--- src/rtl/arb_egress_buffer.sv ---
// Two-entry skid buffer between a grant-driven arbiter and a ready/valid egress port.
// Tracks per-source delivered-packet counts and records dropped grants and bad grants in sticky flags.
module arb_egress_buffer #(
   parameter int NUM_REQS = 4,
   parameter int WIDTH    = 8,
   parameter int CWID     = 8,
   parameter int SWID     = $clog2(NUM_REQS)
) (
   input  logic                       clk,
   input  logic                       rst,
   input  logic [NUM_REQS-1:0]        gnt,
   input  logic [NUM_REQS*WIDTH-1:0]  flat_data_in,
   input  logic                       out_ready,
   output logic                       out_vld,
   output logic [WIDTH-1:0]           out_data,
   output logic [SWID-1:0]            out_src,
   output logic                       blk,
   output logic                       ovf,
   output logic                       gnt_err,
   output logic [NUM_REQS*CWID-1:0]   flat_pkt_cnt
);

   // Entry 0 is always the head; entry 1 shifts down into it on pop.
   logic [1:0]       occ_r;
   logic [WIDTH-1:0] data_r [2];
   logic [SWID-1:0]  src_r  [2];
   logic             ovf_r;
   logic             gnt_err_r;

   logic             push_s;
   logic             pop_s;
   logic             multi_s;
   logic [SWID-1:0]  sel_s;
   logic [WIDTH-1:0] word_s;

   function automatic logic [SWID-1:0] lowest_idx(input logic [NUM_REQS-1:0] g);
      logic [SWID-1:0] idx;
      idx = '0;
      for (int i = NUM_REQS - 1; i >= 0; i--) begin
         if (g[i]) begin
            idx = SWID'(i);
         end else begin
            idx = idx;
         end
      end
      return idx;
   endfunction

   // Push/pop decode, grant source selection and arbiter back-pressure.
   always_comb begin
      push_s  = |gnt;
      pop_s   = (occ_r != 2'd0) & out_ready;
      multi_s = (gnt & (gnt - NUM_REQS'(1))) != '0;
      sel_s   = lowest_idx(gnt);
      word_s  = flat_data_in[int'(sel_s)*WIDTH +: WIDTH];
      blk     = (occ_r == 2'd2) | ((occ_r == 2'd1) & ~out_ready);
   end

   // Buffer storage, occupancy and sticky error flags.
   always_ff @(posedge clk) begin
      if (!rst) begin
         occ_r     <= 2'd0;
         data_r[0] <= '0;
         data_r[1] <= '0;
         src_r[0]  <= '0;
         src_r[1]  <= '0;
         ovf_r     <= 1'b0;
         gnt_err_r <= 1'b0;
      end else begin
         if (multi_s) begin
            gnt_err_r <= 1'b1;
         end
         case ({push_s, pop_s})
            2'b10: begin
               case (occ_r)
                  2'd0: begin
                     data_r[0] <= word_s;
                     src_r[0]  <= sel_s;
                     occ_r     <= 2'd1;
                  end
                  2'd1: begin
                     data_r[1] <= word_s;
                     src_r[1]  <= sel_s;
                     occ_r     <= 2'd2;
                  end
                  default: begin
                     // Full with no pop: grant is lost, contents untouched.
                     ovf_r <= 1'b1;
                  end
               endcase
            end
            2'b01: begin
               data_r[0] <= data_r[1];
               src_r[0]  <= src_r[1];
               occ_r     <= occ_r - 2'd1;
            end
            2'b11: begin
               if (occ_r == 2'd1) begin
                  data_r[0] <= word_s;
                  src_r[0]  <= sel_s;
               end else begin
                  data_r[0] <= data_r[1];
                  src_r[0]  <= src_r[1];
                  data_r[1] <= word_s;
                  src_r[1]  <= sel_s;
               end
            end
            default: begin
               occ_r <= occ_r;
            end
         endcase
      end
   end

   for (genvar g = 0; g < NUM_REQS; g++) begin : g_cnt
      logic [CWID-1:0] cnt_r;

      // Per-source delivered-packet counter, wraps naturally.
      always_ff @(posedge clk) begin
         if (!rst) begin
            cnt_r <= '0;
         end else if (pop_s && (src_r[0] == SWID'(g))) begin
            cnt_r <= cnt_r + CWID'(1);
         end else begin
            cnt_r <= cnt_r;
         end
      end

      assign flat_pkt_cnt[g*CWID +: CWID] = cnt_r;
   end

   assign out_vld  = (occ_r != 2'd0);
   assign out_data = data_r[0];
   assign out_src  = src_r[0];
   assign ovf      = ovf_r;
   assign gnt_err  = gnt_err_r;

endmodule

--- config.mk ---
export PLATFORM = sky130hd
export DESIGN_NAME = arb_egress_buffer
export DESIGN_NICKNAME = d
export VERILOG_FILES = /design/src/rtl/arb_egress_buffer.sv
export SDC_FILE = /design/constraint.sdc
export NUM_CORES = 1
export LEC_CHECK = 0
export CORE_MARGIN = 10
export CORE_UTILIZATION = 54
export CTS_BUF_LIST = sky130_fd_sc_hd__clkbuf_8
export DETAILED_ROUTE_END_ITERATION = 7
export PLACE_DENSITY_LB_ADDON = 0.2
export SYNTH_ARGS = -nofsm -noshare
export SYNTH_HDL_FRONTEND = slang
export SYNTH_SLANG_ARGS = --single-unit
--- constraint.sdc ---
create_clock -name clk -period 5.8 [get_ports clk]
set_clock_uncertainty 0.15 [all_clocks]
set_input_delay 0.87 -clock clk [delete_from_list [all_inputs] [get_ports clk]]
set_output_delay 0.87 -clock clk [all_outputs]
set_load 0.1 [all_outputs]
After elaboration in Yosys (flattened, before gate mapping)
Memories as Yosys holds them, arrays and structs flattened.
Index checks and enable logic that the tools add are counted.
- flip-flop bits (word level): 36
- bits in writable memories: 20
- input bits: 39
- output and inout bits: 46
- logic and storage cells: 93
- memories kept: 2
- add/sub/neg operators: 6
- equal/unequal tests: 9
- shift operators: 1
- multiplexer cells: 37
- bitwise logic cells: 18
- reductions and logical operators: 13
- memory list (memory ; depth ; width ; read ports ; clocked after memory_dff ; write ports ; line ; RTL):
    data_r ; 2 ; 8 ; 2 ; 0 ; 2 ; 25 ; logic [WIDTH-1:0] data_r [2];
    src_r ; 2 ; 2 ; 2 ; 0 ; 2 ; 26 ; logic [SWID-1:0] src_r [2];
- operators with widths (operator ; count):
    $mux 8 ; 6
    $add 8x1->8 const B ; 4
    $shiftx 32x6->8 ; 1
    $mux 2 ; 10
    $mux 1 ; 19
    $or 1x1->1 ; 13
    $eq 2x2->1 const B ; 5
    $pmux 2 s2 ; 2
    $eq 2x1->1 const B ; 3
    $and 4x4->4 ; 1
    $logic_and 1x1->1 ; 4
    $logic_not 2->1 ; 2
    $reduce_and 2->1 ; 2
    $reduce_bool 2->1 ; 2
    $reduce_bool 4->1 ; 1
    $reduce_or 4->1 ; 1
    $sub 4x1->4 const B ; 1
    $ne 3x3->1 const B ; 1
    $and 1x1->1 ; 2
    $not 1->1 ; 2
    $reduce_or 2->1 ; 1
    $sub 2x1->2 const B ; 1

Longest topological paths before layout
Gate-level depths: netlist (run 1).
- depth after elaboration: 10
- mapped depth: 8
- depth with buffers taken out: 6

Worst setup path before layout (run 1)
OpenSTA, ideal clock, no wires.
- path kind: register to register
- start: register occ_r[0]
- end: memory data_r[0][0] (enable)
- arrival time: 2346 ps
- required time: 5259 ps
- setup slack: 2913 ps
- cell stages (with the launch flop): 7
- buffers on the path: 1
- path through: dfxtp_1 -> inv_1 -> ha_1 -> buf_2 -> inv_1 -> nor2_1 -> o21ai_0
- RTL lines (element ; line ; RTL):
    start: declaration ; 24 ; logic [1:0] occ_r;
    start signal: assignment ; 95 ; occ_r <= occ_r - 2'd1;
    start signal: assignment ; 109 ; occ_r <= occ_r;
    end: declaration ; 25 ;

Worst setup path in the final report (run 1)
- start: input out_ready
- end: output blk
- word-level cells in the longest chain between the ends: 3
- ends and longest elaborated chain (element ; line ; RTL):
    start: declaration ; 13 ; input logic out_ready,
    $not 1->1 ; 56 ; blk = (occ_r == 2'd2) | ((occ_r == 2'd1) & ~out_ready);
    $and 1x1->1 ; 56 ;
    $or 1x1->1 ; 56 ;
    end: declaration ; 17 ; output logic blk,
No other way between the ends.

==> results of run 1 <==
==> registers in the layout, indices dropped and copies added, names as in the netlist <==
signal / cells
occ_r: 2
data_r: 16
g_cnt.cnt_r: 32
ovf: 1
src_r: 4
gnt_err: 1
==> logic make-up after synthesis <==
| kind of cell | count (synthesis) | share of synthesized area |
|---|---|---|
| AO/OA/AOI/OAI | 29 | 0.0650 |
| XOR/XNOR | 30 | 0.0853 |
| adder cells (fa/ha/maj) | 8 | 0.0317 |
| buffers and inverters | 28 | 0.0524 |
| flip-flops | 56 | 0.429 |
| multiplexers | 27 | 0.121 |
| AND/OR/NAND/NOR | 114 | 0.215 |
==> power groups by stage <==
| stage | clock network, mW | registers, mW | logic (mW) |
|---|---|---|---|
| 2_1_floorplan | 0 | 0.586 | 0.489 |
| 3_3_place_gp | 0 | 0.539 | 0.664 |
| 3_5_place_dp | 0 | 0.543 | 0.672 |
| 4_1_cts | 0.264 | 0.535 | 0.675 |
| 5_1_grt | 0.279 | 0.543 | 0.702 |
| 6_report | 0.259 | 0.534 | 0.670 |
==> stage by stage <==
stage                util  hold WS [ns]  power (mW)
floorplan               -         0.342        1.07
global placement    0.710         0.298        1.20
detailed placement  0.710         0.312        1.22
CTS                 0.731         0.339        1.47
global route        0.731         0.354        1.52
finish              0.731         0.334        1.46
==> worst paths after layout <==
| kind | start | to | slack [ns] | depth (start not counted) |
|---|---|---|---|---|
| setup / recovery | out_ready | blk | 1.93 | 4 |
| hold / removal | gnt_err | gnt_err | 0.33 | 1 |
| setup reg to reg | occ_r[0] | data_r[0][9] | 3.49 | 5 |
| hold reg to reg | gnt_err | gnt_err | 0.33 | 1 |
==> cells in the mapped netlist (6+ instances only) <==
cell type and n:
sky130_fd_sc_hd__nor2_1 10, sky130_fd_sc_hd__o21ai_0 7, sky130_fd_sc_hd__nand4_1 13, sky130_fd_sc_hd__ha_1 7
sky130_fd_sc_hd__buf_2 9, sky130_fd_sc_hd__and2_1 29, sky130_fd_sc_hd__xnor2_1 24, sky130_fd_sc_hd__dfxtp_1 36
sky130_fd_sc_hd__and3_1 6, sky130_fd_sc_hd__nor2b_1 10, sky130_fd_sc_hd__xor2_1 6, sky130_fd_sc_hd__o221ai_1 8
sky130_fd_sc_hd__mux2i_1 19, sky130_fd_sc_hd__mux4_2 7, sky130_fd_sc_hd__edfxtp_1 20, sky130_fd_sc_hd__buf_4 10
sky130_fd_sc_hd__nand2_1 24
==> metal layers <==
layer  up-vias  GRT usage  wire length, um  share of wire
met3        14     0.0463              526          0.076
met2        85      0.245             3360           0.48
li1       1178          -                -              -
met1      1144      0.177             2930           0.42
met5         -          0                0              0
met4         0     0.0553              133          0.019
==> worst max-delay path, cell delays in order <==
cell and delay (ns):
sky130_fd_sc_hd__clkdlybuf4s50_1 0.62, sky130_fd_sc_hd__inv_1 0.13, sky130_fd_sc_hd__a21o_1 0.11, sky130_fd_sc_hd__clkdlybuf4s50_1 1.12
==> area by class of cell <==
type | count | area (um^2) | share of cell area
Inverter | 4 | 15.0 | 0.00373
Multi-Input combinational cell | 208 | 1600 | 0.397
Clock buffer | 5 | 68.8 | 0.0171
Sequential cell | 56 | 1320 | 0.328
Clock inverter | 3 | 47.5 | 0.0118
Timing Repair Buffer | 90 | 886 | 0.220
Tap cell | 72 | 90.1 | 0.0224
==> impl_summary.txt, run 1 <==
----------------------------------------------------
[Clock network]
  Post CTS Setup Buffer Count ... 0
  Cell at the root of the clock tree ... sky130_fd_sc_hd__clkbuf_8
  Clock net sink count ... 56
  Total of hold buffers inserted after clock tree synthesis ... 0
  Clock latency on the worst-skew pair ... 0.31 ns
  Clock-pin slew on the worst setup and hold paths ... 0.09 ns
  Post-cts resize count ... 0
  Clock tree from TritonCTS ... yes
  Maximum clock insertion buffer count ... 2
  H-tree Lvls ... 2
  Number of clock buffers inserted by TritonCTS ... 5

[Timing]
  Final min period ... 3.87 ns
  Setup repair after global routing missed its margin ... false
  Max_slew headroom ... 0.240
  Worst Max-Slew Pin Slew ... 1.14 ns
  TNS Setup ... 0 ns
  Count of final setup violators ... 0
  Final period util ... 0.667
  Number of hold violations in the final report ... 0
  Number of max-slew violations in the final report ... 0
  Slack of the critical path ... 1.93 ns
  Fmax ... 259 MHz

[Floorplanning]
  Number of ports placed on the die boundary ... 85
  Floorplan die area ... 9120 um^2
  Height of the chip ... 95.5 um
  Row count ... 27
  Starting utilization of the core area ... 0.559
  Width of the die ... 95.5 um
  Core Box Area ... 5510 um^2

[Layout]
  Cell area after layout ... 4030 um^2
  Layout net count ... 411
  Proportion of layout cells with a drive suffix above 1 ... 0.0628
  Area growth from synthesis to layout ... 30.7%
  Antenna diode instance count ... 0
  Commonest non-fill, non-tap cell in the layout ... sky130_fd_sc_hd__clkdlybuf4s50_1
  Leading cell types in the layout, fill and taps excluded ... sky130_fd_sc_hd__clkdlybuf4s50_1, sky130_fd_sc_hd__dfxtp_1, sky130_fd_sc_hd__and2_1
  Final Instance Count excl. Fillers ... 438
  Filler cell count in the final layout ... 433

[Power]
  P_int ... 814 uW
  Worst IR drop on VDD ... 304 uV
  Comb power frac ... 0.458
  Sequential cell fraction of total power ... 0.365
  Share of total power in the clock network ... 0.177
  Sw Share ... 0.444
  Switch Pwr ... 650 uW
  Static leakage power ... 1.50 nW
  PD cells ... 364 nW/um^2

[Global routing]
  Number of global-route vias before repair ... 2337
  Largest net degree at the start of global routing ... 42
  Global router's overall resource usage ... 0.148
  Initial antenna violation count ... 0
  Remaining global-route overflow ... 0
  Global-route wire length before repair ... 11000 um

[Route]
  Post-DRT Antenna Nets ... 0
  Detailed Routing Iterations Pass 1 ... 4
  Wirelength, routed ... 6950 um
  Via total after detailed routing ... 2421
  Via density per instance ... 5.53
  Drt drc ... 0
  First DRT Iteration DRCs ... 143
  Routed wire per std cell ... 15.9 um

[Run]
  Total of max-cap violations ... 0

[Worst setup path]
  WP data required ... 4.78 ns
  Max FO, Critical Path ... 13
  Crit path arrival time ... 2.85 ns
  Critical path capture point type ... output pin
  Type of the worst setup path ... in -> out
  Startpoint Class ... input port

[Synth]
  Share of synthesized area occupied by flip-flops and latches ... 0.429
  Most used flip-flop cell after synthesis ... sky130_fd_sc_hd__dfxtp_1
  Cells after synthesis ... 292
  Synthesis-stage register bit count ... 56
  Distinct cell type count after synthesis ... 42
  Area share of the largest cell type after synthesis ... 0.234
  Async set-or-reset flop fraction in the synthesized netlist ... 0
  Cell taking the most area after synthesis ... sky130_fd_sc_hd__dfxtp_1
  Post-synthesis net count ... 338
  Number of synthesized flops with an enable pin ... 20
  Synth top area cells ... sky130_fd_sc_hd__dfxtp_1, sky130_fd_sc_hd__edfxtp_1, sky130_fd_sc_hd__xnor2_1
  Mean instance size in the synthesized netlist ... 10.5 um^2
  Cell area after synthesis ... 3080 um^2
  Count of yosys warnings during synthesis ... 0

[Min path]
  Worst hold path class ... reg -> reg

[Place]
  # placed instances ... 430
  Count of input and output buffers ... 84
  Area of placed instances ... 3910 um^2
  GPL Wtd Cong ... 0.785
  Minimum setup slack after placement ... 1.93 ns
  DPL Wire Length ... 5380 um

[Run status]
  Result of the run ... finished, final reports clean

----------------------------------------------------
Power figures use the tool's default switching activity.
==> inputs of run 2 (changes only) <==
--- a/config.mk
+++ b/config.mk
@@ -6,7 +6,7 @@
 export NUM_CORES = 1
 export LEC_CHECK = 0
 export CORE_MARGIN = 10
-export CORE_UTILIZATION = 54
+export CORE_UTILIZATION = 50
 export CTS_BUF_LIST = sky130_fd_sc_hd__clkbuf_8
 export DETAILED_ROUTE_END_ITERATION = 7
 export PLACE_DENSITY_LB_ADDON = 0.2
==> constraint.sdc (replaced) <==
create_clock -name clk -period 3.9 [get_ports clk]
set_clock_uncertainty 0.15 [all_clocks]
set_input_delay 0.585 -clock clk [delete_from_list [all_inputs] [get_ports clk]]
set_output_delay 0.585 -clock clk [all_outputs]
set_load 0.1 [all_outputs]
==> impl_summary.txt, run 2 (synthesized netlist as in run 1, its figures left out) <==
----------------------------------------------------
[Power]
  Worst IR drop on VDD ... 411 uV (+35%)
  P_int ... 1.15 mW (+42%)
  Share of total power in the clock network ... 0.155 (-0.022)
  Comb power frac ... 0.470 (+0.012)
  Sw Share ... 0.451 (+0.00756)
  Sequential cell fraction of total power ... 0.375 (+0.010)
  Switch Pwr ... 950 uW (+46%)
  PD cells ... 525 nW/um^2 (+44%)
  Static leakage power ... 1.51 nW (+0.18%)

[Timing]
  Number of max-slew violations in the final report ... 0 (unchanged)
  Final period util ... 0.705
  Number of hold violations in the final report ... 0 (unchanged)
  Count of final setup violators ... 0 (unchanged)
  Setup repair after global routing missed its margin ... false
  Worst Max-Slew Pin Slew ... 0.993 ns (-0.148 ns)
  Max_slew headroom ... 0.336 (+0.0963)
  TNS Setup ... 0 ns (unchanged)
  Hold WS ... 0.328 ns (-0.00573 ns)
  Fmax ... 364 MHz
  Final min period ... 2.75 ns

[Layout]
  Layout net count ... 412 (+0.24%)
  Proportion of layout cells with a drive suffix above 1 ... 0.0681 (+0.00528)
  Most flop-heavy register ... g_cnt.cnt_r
  Antenna diode instance count ... 0 (unchanged)
  Leading cell types in the layout, fill and taps excluded ... sky130_fd_sc_hd__clkdlybuf4s50_1, sky130_fd_sc_hd__dfxtp_1, sky130_fd_sc_hd__and2_1
  Area growth from synthesis to layout ... 30.2%
  Filler cell count in the final layout ... 512 (+18%)
  Final Instance Count excl. Fillers ... 442 (+0.91%)
  Largest registers ... g_cnt.cnt_r (32), data_r (16), src_r (4)
  Commonest non-fill, non-tap cell in the layout ... sky130_fd_sc_hd__clkdlybuf4s50_1
  Largest register FFs ... 32 (unchanged)

[Worst setup path]
  Crit path arrival time ... 2.64 ns (-0.21 ns)
  Endpoint of the worst-slack reg-to-reg timing path ... data_r[0][10]
  Critical register-to-register path startpoint ... occ_r[0]
  Cell depth of the worst flop-to-flop path ... 5 (unchanged)
  Worst Setup EP ... data_r[0][3]
  Type of the worst setup path ... in -> reg
  CP Launch Point ... gnt[0]
  Startpoint Class ... input port
  Critical path capture point type ... flop
  Max FO, Critical Path ... 17 (+4)
  WP data required ... 3.79 ns (-0.99 ns)
  Flop-to-flop setup slack ... 1.61 ns (-1.88 ns)

[Route]
  Total length of routed met2 wires ... 3460 um (+3.1%)
  Post-DRT Antenna Nets ... 0 (unchanged)
  Length of routed wiring on met1 ... 3130 um (+6.9%)
  Routed wire per std cell ... 16.0 um (+1.1%)
  Detailed Routing Iterations Pass 1 ... 4 (unchanged)
  Uppermost signal routing layer after detailed routing ... met4
  Via total after detailed routing ... 2395 (-1.1%)
  Wirelength, routed ... 7090 um (+2.0%)
  First DRT Iteration DRCs ... 94 (-34%)
  Via density per instance ... 5.42 (-2.0%)
  Drt drc ... 0 (unchanged)
  Met3 wire len ... 429 um (-18%)

[Clock network]
  Number of clock buffers inserted by TritonCTS ... 5 (unchanged)
  Maximum clock insertion buffer count ... 2 (unchanged)
  Total of hold buffers inserted after clock tree synthesis ... 0 (unchanged)
  Cell at the root of the clock tree ... sky130_fd_sc_hd__clkbuf_8
  Clock net sink count ... 56 (unchanged)
  Clock tree from TritonCTS ... yes
  Post-cts resize count ... 0 (unchanged)
  H-tree Lvls ... 2 (unchanged)
  Post CTS Setup Buffer Count ... 0 (unchanged)
  Clock-pin slew on the worst setup and hold paths ... 0.10 ns (about the same)
  Clock latency on the worst-skew pair ... 0.30 ns (about the same)

[Min path]
  Worst hold path class ... reg -> reg

[Place]
  GPL Wtd Cong ... 0.813 (+3.5%)
  # placed instances ... 434 (+0.93%)
  DPL Wire Length ... 5440 um (+1.1%)
  Count of input and output buffers ... 84 (unchanged)

[Floorplanning]
  Number of ports placed on the die boundary ... 85 (unchanged)
  Starting utilization of the core area ... 0.517 (-0.0422)
  Height of the chip ... 98.5 um (+3.1%)
  Floorplan die area ... 9700 um^2 (+6.3%)
  Width of the die ... 98.5 um (+3.1%)
  Row count ... 28 (+3.7%)
  Core Box Area ... 5960 um^2 (+8.2%)

[Global routing]
  Initial antenna violation count ... 0 (unchanged)
  Global router's overall resource usage ... 0.141 (-0.00703)
  Largest net degree at the start of global routing ... 41 (-2.4%)
  Number of global-route vias before repair ... 2375 (+1.6%)
  Global-route wire length before repair ... 11600 um (+6.2%)
  Remaining global-route overflow ... 0 (unchanged)

[Run status]
  Result of the run ... finished, final reports clean

[Run]
  Total of max-cap violations ... 0 (unchanged)

----------------------------------------------------
[run 2: cell types whose count changed in the layout (fill, tap and decap cells not counted)]
cell,change
sky130_fd_sc_hd__clkbuf_8,+1
sky130_fd_sc_hd__inv_4,+1
sky130_fd_sc_hd__clkdlybuf4s50_1,-2
sky130_fd_sc_hd__bufinv_16,-1
sky130_fd_sc_hd__clkinv_4,-2
sky130_fd_sc_hd__buf_4,+3
sky130_fd_sc_hd__inv_1,+1
[run 2: layer usage]
layer,global-route usage,vias up
met2,0.229,67
met1,0.177,1142
met5,0,-
li1,-,1181
met3,0.0405,5
met4,0.0430,0
[run 2: critical path: stages]
cell                              delay, ns
sky130_fd_sc_hd__clkdlybuf4s50_1       0.52
sky130_fd_sc_hd__nor2_1                0.18
sky130_fd_sc_hd__o21a_1                0.66
sky130_fd_sc_hd__buf_4                 0.32
sky130_fd_sc_hd__mux2i_1               0.22
sky130_fd_sc_hd__o221ai_1              0.14
[run 2: area by class of cell]
| class | count | area [um^2] | area share |
|---|---|---|---|
| clock buffer | 6 | 82.6 | 0.0206 |
| clock inverter | 2 | 10.0 | 0.00250 |
| inverter | 4 | 15.0 | 0.00375 |
| multi-input combinational | 208 | 1600 | 0.398 |
| sequential | 56 | 1320 | 0.330 |
| tap | 75 | 93.8 | 0.0234 |
| timing repair buffer | 91 | 888 | 0.222 |
[run 2: power by group through the flow]
stage	clock, mW	combinational [mW]	sequential (mW)
global route	0.353	1.04	0.803
detailed placement	0	0.994	0.803
finish	0.326	0.989	0.788
CTS	0.335	0.997	0.790
floorplan	0	0.727	0.872
global placement	0	0.984	0.799
[run 2: worst min-delay path by stage]
stage | from | end | cells past startpoint
6_report | gnt_err | gnt_err | 1
5_1_grt | gnt_err | gnt_err | 1
4_1_cts | gnt_err | gnt_err | 1
3_5_place_dp | gnt_err | gnt_err | 1
3_3_place_gp | gnt_err | gnt_err | 1
2_1_floorplan | src_r[0][2] | src_r[0][0] | 2
[run 2: metrics by stage]
| stage | power [mW] | area, um^2 | worst slack, ns | util |
|---|---|---|---|---|
| final | 2.10 | 4010 | 1.15 | 0.673 |
| after global routing | 2.20 | 4010 | 0.936 | 0.673 |
| after global placement | 1.78 | 3920 | 0.948 | 0.657 |
| after detailed placement | 1.80 | 3920 | 0.808 | 0.657 |
| after floorplan | 1.60 | 3080 | 1.01 | - |
| after CTS | 2.12 | 4010 | 1.13 | 0.673 |
==> inputs of run 3 (changes only) <==
--- a/config.mk
+++ b/config.mk
@@ -6,7 +6,7 @@
 export NUM_CORES = 1
 export LEC_CHECK = 0
 export CORE_MARGIN = 10
-export CORE_UTILIZATION = 50
+export CORE_UTILIZATION = 45
 export CTS_BUF_LIST = sky130_fd_sc_hd__clkbuf_8
 export DETAILED_ROUTE_END_ITERATION = 7
 export PLACE_DENSITY_LB_ADDON = 0.2
==> constraint.sdc (replaced) <==
create_clock -name clk -period 2.25 [get_ports clk]
set_clock_uncertainty 0.15 [all_clocks]
set_input_delay 0.3375 -clock clk [delete_from_list [all_inputs] [get_ports clk]]
set_output_delay 0.3375 -clock clk [all_outputs]
set_load 0.1 [all_outputs]
==> impl_summary.txt, run 3 (synthesized netlist as in run 1, its figures left out) <==
----------------------------------------------------
[Timing]
  Slack of the critical path ... 0.189 ns (-0.962 ns)
  Setup repair after global routing missed its margin ... false
  Final min period ... 2.06 ns
  Max_slew headroom ... 0.649 (+0.313)
  Worst Max-Slew Pin Slew ... 0.526 ns (-0.467 ns)
  Count of final setup violators ... 0 (unchanged)
  Hold WS ... 0.342 ns (+0.0139 ns)
  Number of hold violations in the final report ... 0 (unchanged)
  Number of max-slew violations in the final report ... 0 (unchanged)
  Final period util ... 0.916
  Fmax ... 485 MHz

[Layout]
  Largest register FFs ... 32 (unchanged)
  Largest registers ... g_cnt.cnt_r (32), data_r (16), src_r (4)
  Antenna diode instance count ... 0 (unchanged)
  Layout net count ... 428 (+3.9%)
  Proportion of layout cells with a drive suffix above 1 ... 0.230 (+0.162)
  Filler cell count in the final layout ... 607 (+19%)
  Leading cell types in the layout, fill and taps excluded ... sky130_fd_sc_hd__buf_4, sky130_fd_sc_hd__clkdlybuf4s50_1, sky130_fd_sc_hd__dfxtp_1
  Commonest non-fill, non-tap cell in the layout ... sky130_fd_sc_hd__buf_4
  Most flop-heavy register ... g_cnt.cnt_r
  Area growth from synthesis to layout ... 33.6%

[Min path]
  Worst hold path class ... reg -> reg

[Clock network]
  Clock-pin slew on the worst setup and hold paths ... 0.09 ns (about the same)
  Clock net sink count ... 56 (unchanged)
  Total of hold buffers inserted after clock tree synthesis ... 0 (unchanged)
  Clock latency on the worst-skew pair ... 0.31 ns (about the same)
  H-tree Lvls ... 2 (unchanged)
  Clock tree from TritonCTS ... yes
  Maximum clock insertion buffer count ... 2 (unchanged)
  Number of clock buffers inserted by TritonCTS ... 5 (unchanged)
  Cell at the root of the clock tree ... sky130_fd_sc_hd__clkbuf_8

[Route]
  Via total after detailed routing ... 2430 (+1.5%)
  Uppermost signal routing layer after detailed routing ... met4
  First DRT Iteration DRCs ... 95 (+1.1%)
  Drt drc ... 0 (unchanged)
  Length of routed wiring on met1 ... 3010 um (-4.0%)
  Via density per instance ... 5.25 (-3.1%)
  Wirelength, routed ... 6850 um (-3.3%)
  Post-DRT Antenna Nets ... 0 (unchanged)
  Total length of routed met2 wires ... 3230 um (-6.7%)
  Detailed Routing Iterations Pass 1 ... 4 (unchanged)
  Met3 wire len ... 533 um (+24%)
  Routed wire per std cell ... 14.8 um (-7.7%)

[Run status]
  Result of the run ... finished, final reports clean

[Worst setup path]
  Type of the worst setup path ... reg -> out
  WP data required ... 1.76 ns (-2.03 ns)
  CP cell instances ... inv_1, ha_2, buf_4, clkinvlp_4, buf_12
  Max FO, Critical Path ... 9 (-8)
  Flop-to-flop setup slack ... 0.25 ns (-1.36 ns)
  Critical path capture point type ... output pin
  Crit path arrival time ... 1.57 ns (-1.07 ns)
  Max stage delay cell, worst path ... sky130_fd_sc_hd__dfxtp_1
  Slowest stage delay, CP ... 0.33 ns (-0.33 ns)
  Startpoint Class ... flop

[Floorplanning]
  Width of the die ... 103 um (+4.3%)
  Starting utilization of the core area ... 0.458 (-0.0587)
  Row count ... 30 (+7.1%)
  Core Box Area ... 6720 um^2 (+13%)
  Height of the chip ... 103 um (+4.3%)
  Floorplan die area ... 10600 um^2 (+8.8%)
  Number of ports placed on the die boundary ... 85 (unchanged)

[Global routing]
  Global router's overall resource usage ... 0.129 (-0.0122)
  Largest net degree at the start of global routing ... 29 (-29%)
  Number of global-route vias before repair ... 2387 (+0.51%)
  Initial antenna violation count ... 0 (unchanged)
  Global-route wire length before repair ... 11000 um (-5.1%)
  Remaining global-route overflow ... 0 (unchanged)

[Power]
  Final Total Pwr ... 3.87 mW (+84%)
  Worst IR drop on VDD ... 579 uV (+41%)
  Sequential cell fraction of total power ... 0.356 (-0.019)
  Comb power frac ... 0.474 (+0.004)
  PD cells ... 941 nW/um^2 (+79%)
  Sw Share ... 0.437 (-0.0146)
  Share of total power in the clock network ... 0.170 (+0.015)
  P_int ... 2.18 mW (+89%)
  Switch Pwr ... 1.69 mW (+78%)
  Static leakage power ... 1.69 nW (+12%)

[Place]
  GPL Wtd Cong ... 0.811 (-0.25%)
  DPL Wire Length ... 5390 um (-0.96%)
  Count of input and output buffers ... 84 (unchanged)
  Minimum setup slack after placement ... -0.102 ns (-0.910 ns)

[Run]
  Total of max-cap violations ... 0 (unchanged)

----------------------------------------------------
## run 3: path summary, 6_finish.rpt
path | from | end | cells after the start
worst max-delay path | occ_r[1] | out_vld | 5
worst min-delay path | gnt_err | gnt_err | 1
worst max register to register | occ_r[0] | data_r[0][6] | 6
worst min register to register | gnt_err | gnt_err | 1
## run 3: layout make-up
class	instances	area [um^2]	share of cell area
clock buffers	5	68.8	0.0167
flip-flops and latches	56	1320	0.321
well taps	80	100	0.0243
repair buffers	107	961	0.234
multi-input cells	208	1600	0.389
clock inverters	3	42.5	0.0103
inverters	4	18.8	0.00456
## run 3: power groups by stage
| stage | combinational (mW) | clock [mW] | sequential (mW) |
|---|---|---|---|
| detailed placement | 1.84 | 0 | 1.41 |
| CTS | 1.84 | 0.677 | 1.38 |
| floorplan | 1.28 | 0 | 1.51 |
| global route | 1.93 | 0.714 | 1.40 |
| finish | 1.83 | 0.659 | 1.38 |
| global placement | 1.82 | 0 | 1.40 |
## run 3: what timing repair did
action / in CTS / in global routing
setup buffers: 0 / 0
setup endpoints to repair: 0 / 11
endpoints found under the hold margin: 0 / 0
gates resized for setup: 0 / 1
## run 3: metrics by stage
step | area [um^2] | cells | util | setup TNS (ns)
after floorplan | 3090 | 292 | - | 0
after global placement | 4000 | 455 | 0.596 | -1.23
after detailed placement | 4000 | 455 | 0.596 | -1.54
after CTS | 4110 | 463 | 0.612 | 0
after global routing | 4120 | 463 | 0.612 | 0
final | 4120 | 463 | 0.612 | 0
## run 3: per-layer routing
metal / track usage / vias to the layer above
li1: - / 1218
met1: 0.160 / 1134
met2: 0.204 / 71
met3: 0.0422 / 7
met4: 0.0456 / 0
met5: 0 / -
## run 3: critical path: cells and delay by family, from the launching register on
kind	cells	cell delay, ns
adder cells (fa/ha/maj)	1	0.31
buffers and inverters	4	0.63
flip-flops	1	0.33
